File: src/rtl/bram128_frame_reader.sv
// bram128_frame_reader
// Read-side controller for a 128 x 9 dual-clock block RAM used as a frame buffer.
// It synchronizes the writer's Gray pointer and issues RAM read addresses.
// A skid FIFO absorbs the RAM read latency, and the block streams the words out
// as valid/ready bytes with an end-of-frame flag.
//
// Ports
//   clk          read-domain clock (same clock as the RAM read port)
//   rst_n        asynchronous active-low reset
//   wr_ptr_gray  writer pointer, Gray-coded, from the write clock domain
//   rd_ptr_gray  captured-word pointer, Gray-coded, back to the write domain
//   addrb        registered RAM read address
//   doutb        RAM read data: [7:0] byte, [8] end-of-frame
//   m_data       output byte
//   m_last       end-of-frame flag for m_data
//   m_valid      output word valid
//   m_ready      downstream accept
//   level        words committed by the writer and not yet captured
//   empty        level == 0 and skid FIFO empty
module bram128_frame_reader #(
   parameter int ADDR_W     = 7,
   parameter int RD_LAT     = 2,
   parameter int SKID_DEPTH = 4
) (
   input  logic              clk,
   input  logic              rst_n,
   input  logic [ADDR_W:0]   wr_ptr_gray,
   output logic [ADDR_W:0]   rd_ptr_gray,
   output logic [ADDR_W-1:0] addrb,
   input  logic [8:0]        doutb,
   output logic [7:0]        m_data,
   output logic              m_last,
   output logic              m_valid,
   input  logic              m_ready,
   output logic [ADDR_W:0]   level,
   output logic              empty
);

   localparam int PW      = ADDR_W + 1;
   localparam int SKID_AW = (SKID_DEPTH > 1) ? $clog2(SKID_DEPTH) : 1;
   localparam int CNT_W   = $clog2(SKID_DEPTH + 1);
   localparam int IF_W    = $clog2(RD_LAT + 1);
   localparam int OCC_W   = $clog2(SKID_DEPTH + RD_LAT + 1);

   logic [PW-1:0]      sync1_reg, sync2_reg;
   logic [PW-1:0]      wr_bin;
   logic [PW-1:0]      issue_ptr_reg, cap_ptr_reg;
   logic [PW-1:0]      avail;
   logic [RD_LAT-1:0]  pipe_reg;
   logic [PW-1:0]      rd_ptr_gray_reg;
   logic [ADDR_W-1:0]  addrb_reg;
   logic [8:0]         skid_mem [SKID_DEPTH];
   logic [SKID_AW-1:0] skid_wr_reg, skid_rd_reg;
   logic [CNT_W-1:0]   skid_count_reg;
   logic [IF_W-1:0]    inflight;
   logic [OCC_W-1:0]   occupancy;
   logic               issue, push, pop;

   function automatic logic [PW-1:0] bin2gray(input logic [PW-1:0] b);
      return b ^ (b >> 1);
   endfunction

   function automatic logic [SKID_AW-1:0] skid_inc(input logic [SKID_AW-1:0] p);
      return (p == SKID_AW'(SKID_DEPTH - 1)) ? '0 : p + 1'b1;
   endfunction

   // Two-stage synchronizer for the writer's Gray pointer. Only one bit changes
   // per write-side step, so a sampled value is always either old or new.
   always_ff @(posedge clk or negedge rst_n) begin
      if (!rst_n) begin
         sync1_reg <= '0;
         sync2_reg <= '0;
      end else begin
         sync1_reg <= wr_ptr_gray;
         sync2_reg <= sync1_reg;
      end
   end

   always_comb begin
      wr_bin         = '0;
      wr_bin[PW-1]   = sync2_reg[PW-1];
      for (int i = PW - 2; i >= 0; i--) begin
         wr_bin[i] = wr_bin[i+1] ^ sync2_reg[i];
      end
   end

   // Tokens in the read pipe are words already committed to a FIFO slot.
   // Counting them keeps the FIFO from ever being over-subscribed.
   always_comb begin
      inflight = '0;
      for (int i = 0; i < RD_LAT; i++) begin
         inflight = inflight + IF_W'(pipe_reg[i]);
      end
   end

   assign avail     = wr_bin - issue_ptr_reg;
   assign occupancy = OCC_W'(skid_count_reg) + OCC_W'(inflight);
   assign issue     = (avail != '0) && (occupancy < OCC_W'(SKID_DEPTH));
   assign push      = pipe_reg[RD_LAT-1];
   assign m_valid   = (skid_count_reg != '0);
   assign pop       = m_valid && m_ready;

   // Token shift pipe: stage 0 loads on the same edge as addrb, so the last
   // stage is set exactly when doutb holds the data for that address.
   generate
      for (genvar gi = 0; gi < RD_LAT; gi++) begin : g_pipe
         always_ff @(posedge clk or negedge rst_n) begin
            if (!rst_n) begin
               pipe_reg[gi] <= 1'b0;
            end else begin
               if (gi == 0) begin
                  pipe_reg[gi] <= issue;
               end else begin
                  pipe_reg[gi] <= pipe_reg[(gi == 0) ? 0 : gi - 1];
               end
            end
         end
      end
   endgenerate

   // Issue and capture pointers. The returned read pointer advances only on
   // capture, so the writer never reuses a slot whose data is still in flight.
   always_ff @(posedge clk or negedge rst_n) begin
      if (!rst_n) begin
         issue_ptr_reg   <= '0;
         cap_ptr_reg     <= '0;
         addrb_reg       <= '0;
         rd_ptr_gray_reg <= '0;
      end else begin
         if (issue) begin
            addrb_reg     <= issue_ptr_reg[ADDR_W-1:0];
            issue_ptr_reg <= issue_ptr_reg + 1'b1;
         end
         if (push) begin
            cap_ptr_reg     <= cap_ptr_reg + 1'b1;
            rd_ptr_gray_reg <= bin2gray(cap_ptr_reg + 1'b1);
         end
      end
   end

   // Skid FIFO storage has no reset; validity is carried by the count alone.
   always_ff @(posedge clk) begin
      if (push) begin
         skid_mem[skid_wr_reg] <= doutb;
      end
   end

   always_ff @(posedge clk or negedge rst_n) begin
      if (!rst_n) begin
         skid_wr_reg    <= '0;
         skid_rd_reg    <= '0;
         skid_count_reg <= '0;
      end else begin
         if (push) begin
            skid_wr_reg <= skid_inc(skid_wr_reg);
         end
         if (pop) begin
            skid_rd_reg <= skid_inc(skid_rd_reg);
         end
         case ({push, pop})
            2'b10:   skid_count_reg <= skid_count_reg + 1'b1;
            2'b01:   skid_count_reg <= skid_count_reg - 1'b1;
            default: skid_count_reg <= skid_count_reg;
         endcase
      end
   end

   // Head word is masked while empty so stale storage never reaches the outputs.
   assign m_data      = m_valid ? skid_mem[skid_rd_reg][7:0] : 8'h00;
   assign m_last      = m_valid ? skid_mem[skid_rd_reg][8]   : 1'b0;
   assign addrb       = addrb_reg;
   assign rd_ptr_gray = rd_ptr_gray_reg;
   assign level       = wr_bin - cap_ptr_reg;
   assign empty       = (level == '0) && !m_valid;

   a_skid_no_overflow : assert property (
      @(posedge clk) disable iff (!rst_n)
      !(push && !pop && (skid_count_reg == CNT_W'(SKID_DEPTH))));

endmodule
File: config.mk
export PLATFORM = sky130hd
export DESIGN_NAME = bram128_frame_reader
export DESIGN_NICKNAME = d
export VERILOG_FILES = /design/src/rtl/bram128_frame_reader.sv
export SDC_FILE = /design/constraint.sdc
export NUM_CORES = 1
export LEC_CHECK = 0
export CELL_PAD_IN_SITES_DETAIL_PLACEMENT = 0
export CELL_PAD_IN_SITES_GLOBAL_PLACEMENT = 1
export CORE_MARGIN = 1.5
export CORE_UTILIZATION = 50
export CTS_BUF_LIST = sky130_fd_sc_hd__clkbuf_4 sky130_fd_sc_hd__clkbuf_8
export CTS_CLUSTER_DIAMETER = 150
export DETAILED_ROUTE_END_ITERATION = 10
export PLACE_DENSITY_LB_ADDON = 0.12
export SLEW_MARGIN = 20
export SYNTH_ARGS = -nofsm -noshare
export SYNTH_HDL_FRONTEND = slang
export SYNTH_SLANG_ARGS = --single-unit
File: constraint.sdc
create_clock -name clk -period 6.2 [get_ports clk]
set_input_delay 0.93 -clock clk [delete_from_list [all_inputs] [get_ports clk]]
set_output_delay 0.93 -clock clk [all_outputs]
set_load 0.1 [all_outputs]
==> run summary <==
result of the run: complete, no violations
number of setup violations in the final report: 0
maximum root-to-sink buffer count: 2
total routing usage reported by global routing: 18.0%
die span in y: 96.3 um
busiest metal layer after global routing: met2
leading cell types by count after synthesis: 55 x dfrtp_1, 36 x edfxtp_1, 34 x xnor2_1
post-synthesis cell area: 4350 um2
placer congestion estimate: 0.832
CP Class: flip-flop to primary output
met2 routing resource usage after global routing: 27.9%
reported max-cap violation count: 0
number of antenna violations at the first check in global routing: 0
wire length of the first global-routing pass: 12300 um
via count of the routed design: 2582
startpoint kind of the worst setup timing path: flip-flop
remaining global-route overflow: 0
f_max: 183 MHz
Period Utilization, post-route: 88.3%
residual antenna-violating net count after detailed routing: 0
Cells after Synth: 328
CTS H-tree depth: 3
Nets: 430
number of failing hold endpoints at the final stage: 0
post-layout minimum cycle time: 5480 ps
predominant post-synthesis flop cell: dfrtp_1
routed wire length: 7440 um
maximum number of pins on one net before global-route repair: 56
number of ports placed on the die boundary: 54
root buffer selected by CTS: clkbuf_8
Final Skew: 12.5 ps
Reg with most FFs: skid_mem
Reg clk slew, reported paths: 100 ps
synth top area cells: dfrtp_1 32%, edfxtp_1 25%, xnor2_1 6.8%
met3 global-route usage: 3.24%
starting utilization of the core area: 52.2%
min setup slack post-route: 725 ps
Setup WS pre-CTS: 1100 ps
Hold/Removal Path Class: flip-flop to flip-flop
data required time at the worst endpoint: 5270 ps
synthesis-stage register bit count: 91
worst slew pin tran: 979 ps
Avg WL per Cell: 15.0 um
DIE WIDTH: 96.3 um
WP data arrival: 4550 ps
M1 GR Usage: 25.4%
fraction of synthesized cell area taken by the top area cell type: 31.6%
post-cts sizing count: 0
final instance area: 5180 um2
share of layout cells above drive strength 1: 14.4%
Worst Path Max Fanout: 3
die footprint: 9270 um2
unrepaired setup endpoints after global routing: false
TritonCTS Buffers: 9
max-slew violation count: 0
number of distinct library cells after synthesis: 46
count of standard-cell rows: 33
Total Neg Setup Slack: 0 ps
clock sinks: 91
post-synthesis net count: 373
dpl cell area: 4990 um2
area growth from synthesis to layout: 19.0%
total number of yosys warnings: 0
clock tree from TritonCTS: done
share of flip-flops with an asynchronous set or reset: 60.4%
Largest register FFs: 36
Critical Path End Type: primary output
hold buffer count at cts: 0
layout filler cell count: 669
post-route worst hold slack: 347 ps
Core Region: 8340 um2
via count of the first global-routing pass: 2533
remaining routing DRC violations: 0
clock insertion delay at the later pin of the skew report: 360 ps
number of enable-type register cells in the synthesized netlist: 36
area taken by flip-flops and latches: 2460 um2
register area share after synthesis: 56.5%
buffers inserted during post-CTS setup optimization: 0
TritonRoute pass-1 iters: 4
vias per std cell: 5.22
worst max-slew margin expressed relative to the limit: 34.5%
initial drt markers: 49
Multi-input gate area: 1770 um2
DP HPWL: 5330 um
Port Buf Inserts: 53
synthesized area per cell: 13.3 um2
Synth area leader: dfrtp_1
count leader, synth: dfrtp_1
antenna fix cells: 0
-- worst max-delay path, cell delays in order (launching register included) --
cell and delay (ps):
dfrtp_1 370, xor3_2 490, xnor2_2 250, xor2_2 230, xor2_2 220, xor2_2 230
xor2_1 140, ha_1 230, fa_1 430, nor2b_1 120, o21ai_0 70, nand2b_1 160
a2111oi_0 120, or3_2 520, nor4_1 280, buf_4 330
-- path summary, 6_finish.rpt --
path,startpoint,end,slack (ps),cells after the start
max in group asynchronous,rst_n,cap_ptr_reg[0],5060,2
worst max register to register,sync2_reg[6],addrb[4],2120,13
min in group asynchronous,rst_n,sync1_reg[4],670,2
worst max-delay path,sync2_reg[6],empty,720,15
worst min-delay path,sync1_reg[2],sync2_reg[2],350,0
worst min register to register,sync1_reg[2],sync2_reg[2],350,0
-- cell families after synthesis --
| kind of cell | Yosys count | synth area share [%] |
|---|---|---|
| XOR/XNOR | 46 | 10.3 |
| buffers and inverters | 37 | 3.45 |
| flip-flops | 91 | 56.5 |
| adder cells (fa/ha/maj) | 25 | 7.53 |
| AO/OA/AOI/OAI | 28 | 4.02 |
| multiplexers | 21 | 7.76 |
| AND/OR/NAND/NOR | 80 | 10.5 |
-- metrics by stage --
step	utilization (%)	std cells
floorplan	-	328
CTS	62.1	495
detailed placement	59.8	479
global route	62.1	495
finish	62.1	495
global placement	59.8	479
-- per-layer routing --
metal  wire length [um]  up-vias  share of wire (%)
li1                   -     1266                  -
met1               3570     1248                 48
met2               3480       60                 47
met3                281        8                3.8
met4                106        0                1.4
met5                  0        -                  0
-- cells in the final DEF, fill, tap and decap left out, drive strengths merged, types with 2 or more instances in the layout --
master and instances:
a21o 3, a21oi 9, and2 14, and3 7, buf 6, clkbuf 9
clkdlybuf4s50 48, clkinv 3, dfrtp 55, edfxtp 36, fa 2, ha 23
inv 33, mux2 12, mux4 9, nand2 15, nand2b 4, nand3 4
nand4 6, nor2 9, nor2b 2, nor3 2, nor4 3, o2111ai 2
o21ai 9, or3 5, or4 2, xnor2 35, xor2 10
-- layout make-up --
class | count | share of cell area [%]
sequential | 91 | 47.4
inverter | 29 | 2.10
clock buffer | 9 | 2.39
timing repair buffer | 54 | 10.1
tap | 105 | 2.54
multi-input combinational | 200 | 34.2
clock inverter | 7 | 1.28
Power is left out: the tool's default activity adds up to more than one toggle a clock period on the data nets, which glitch-free logic cannot reach.
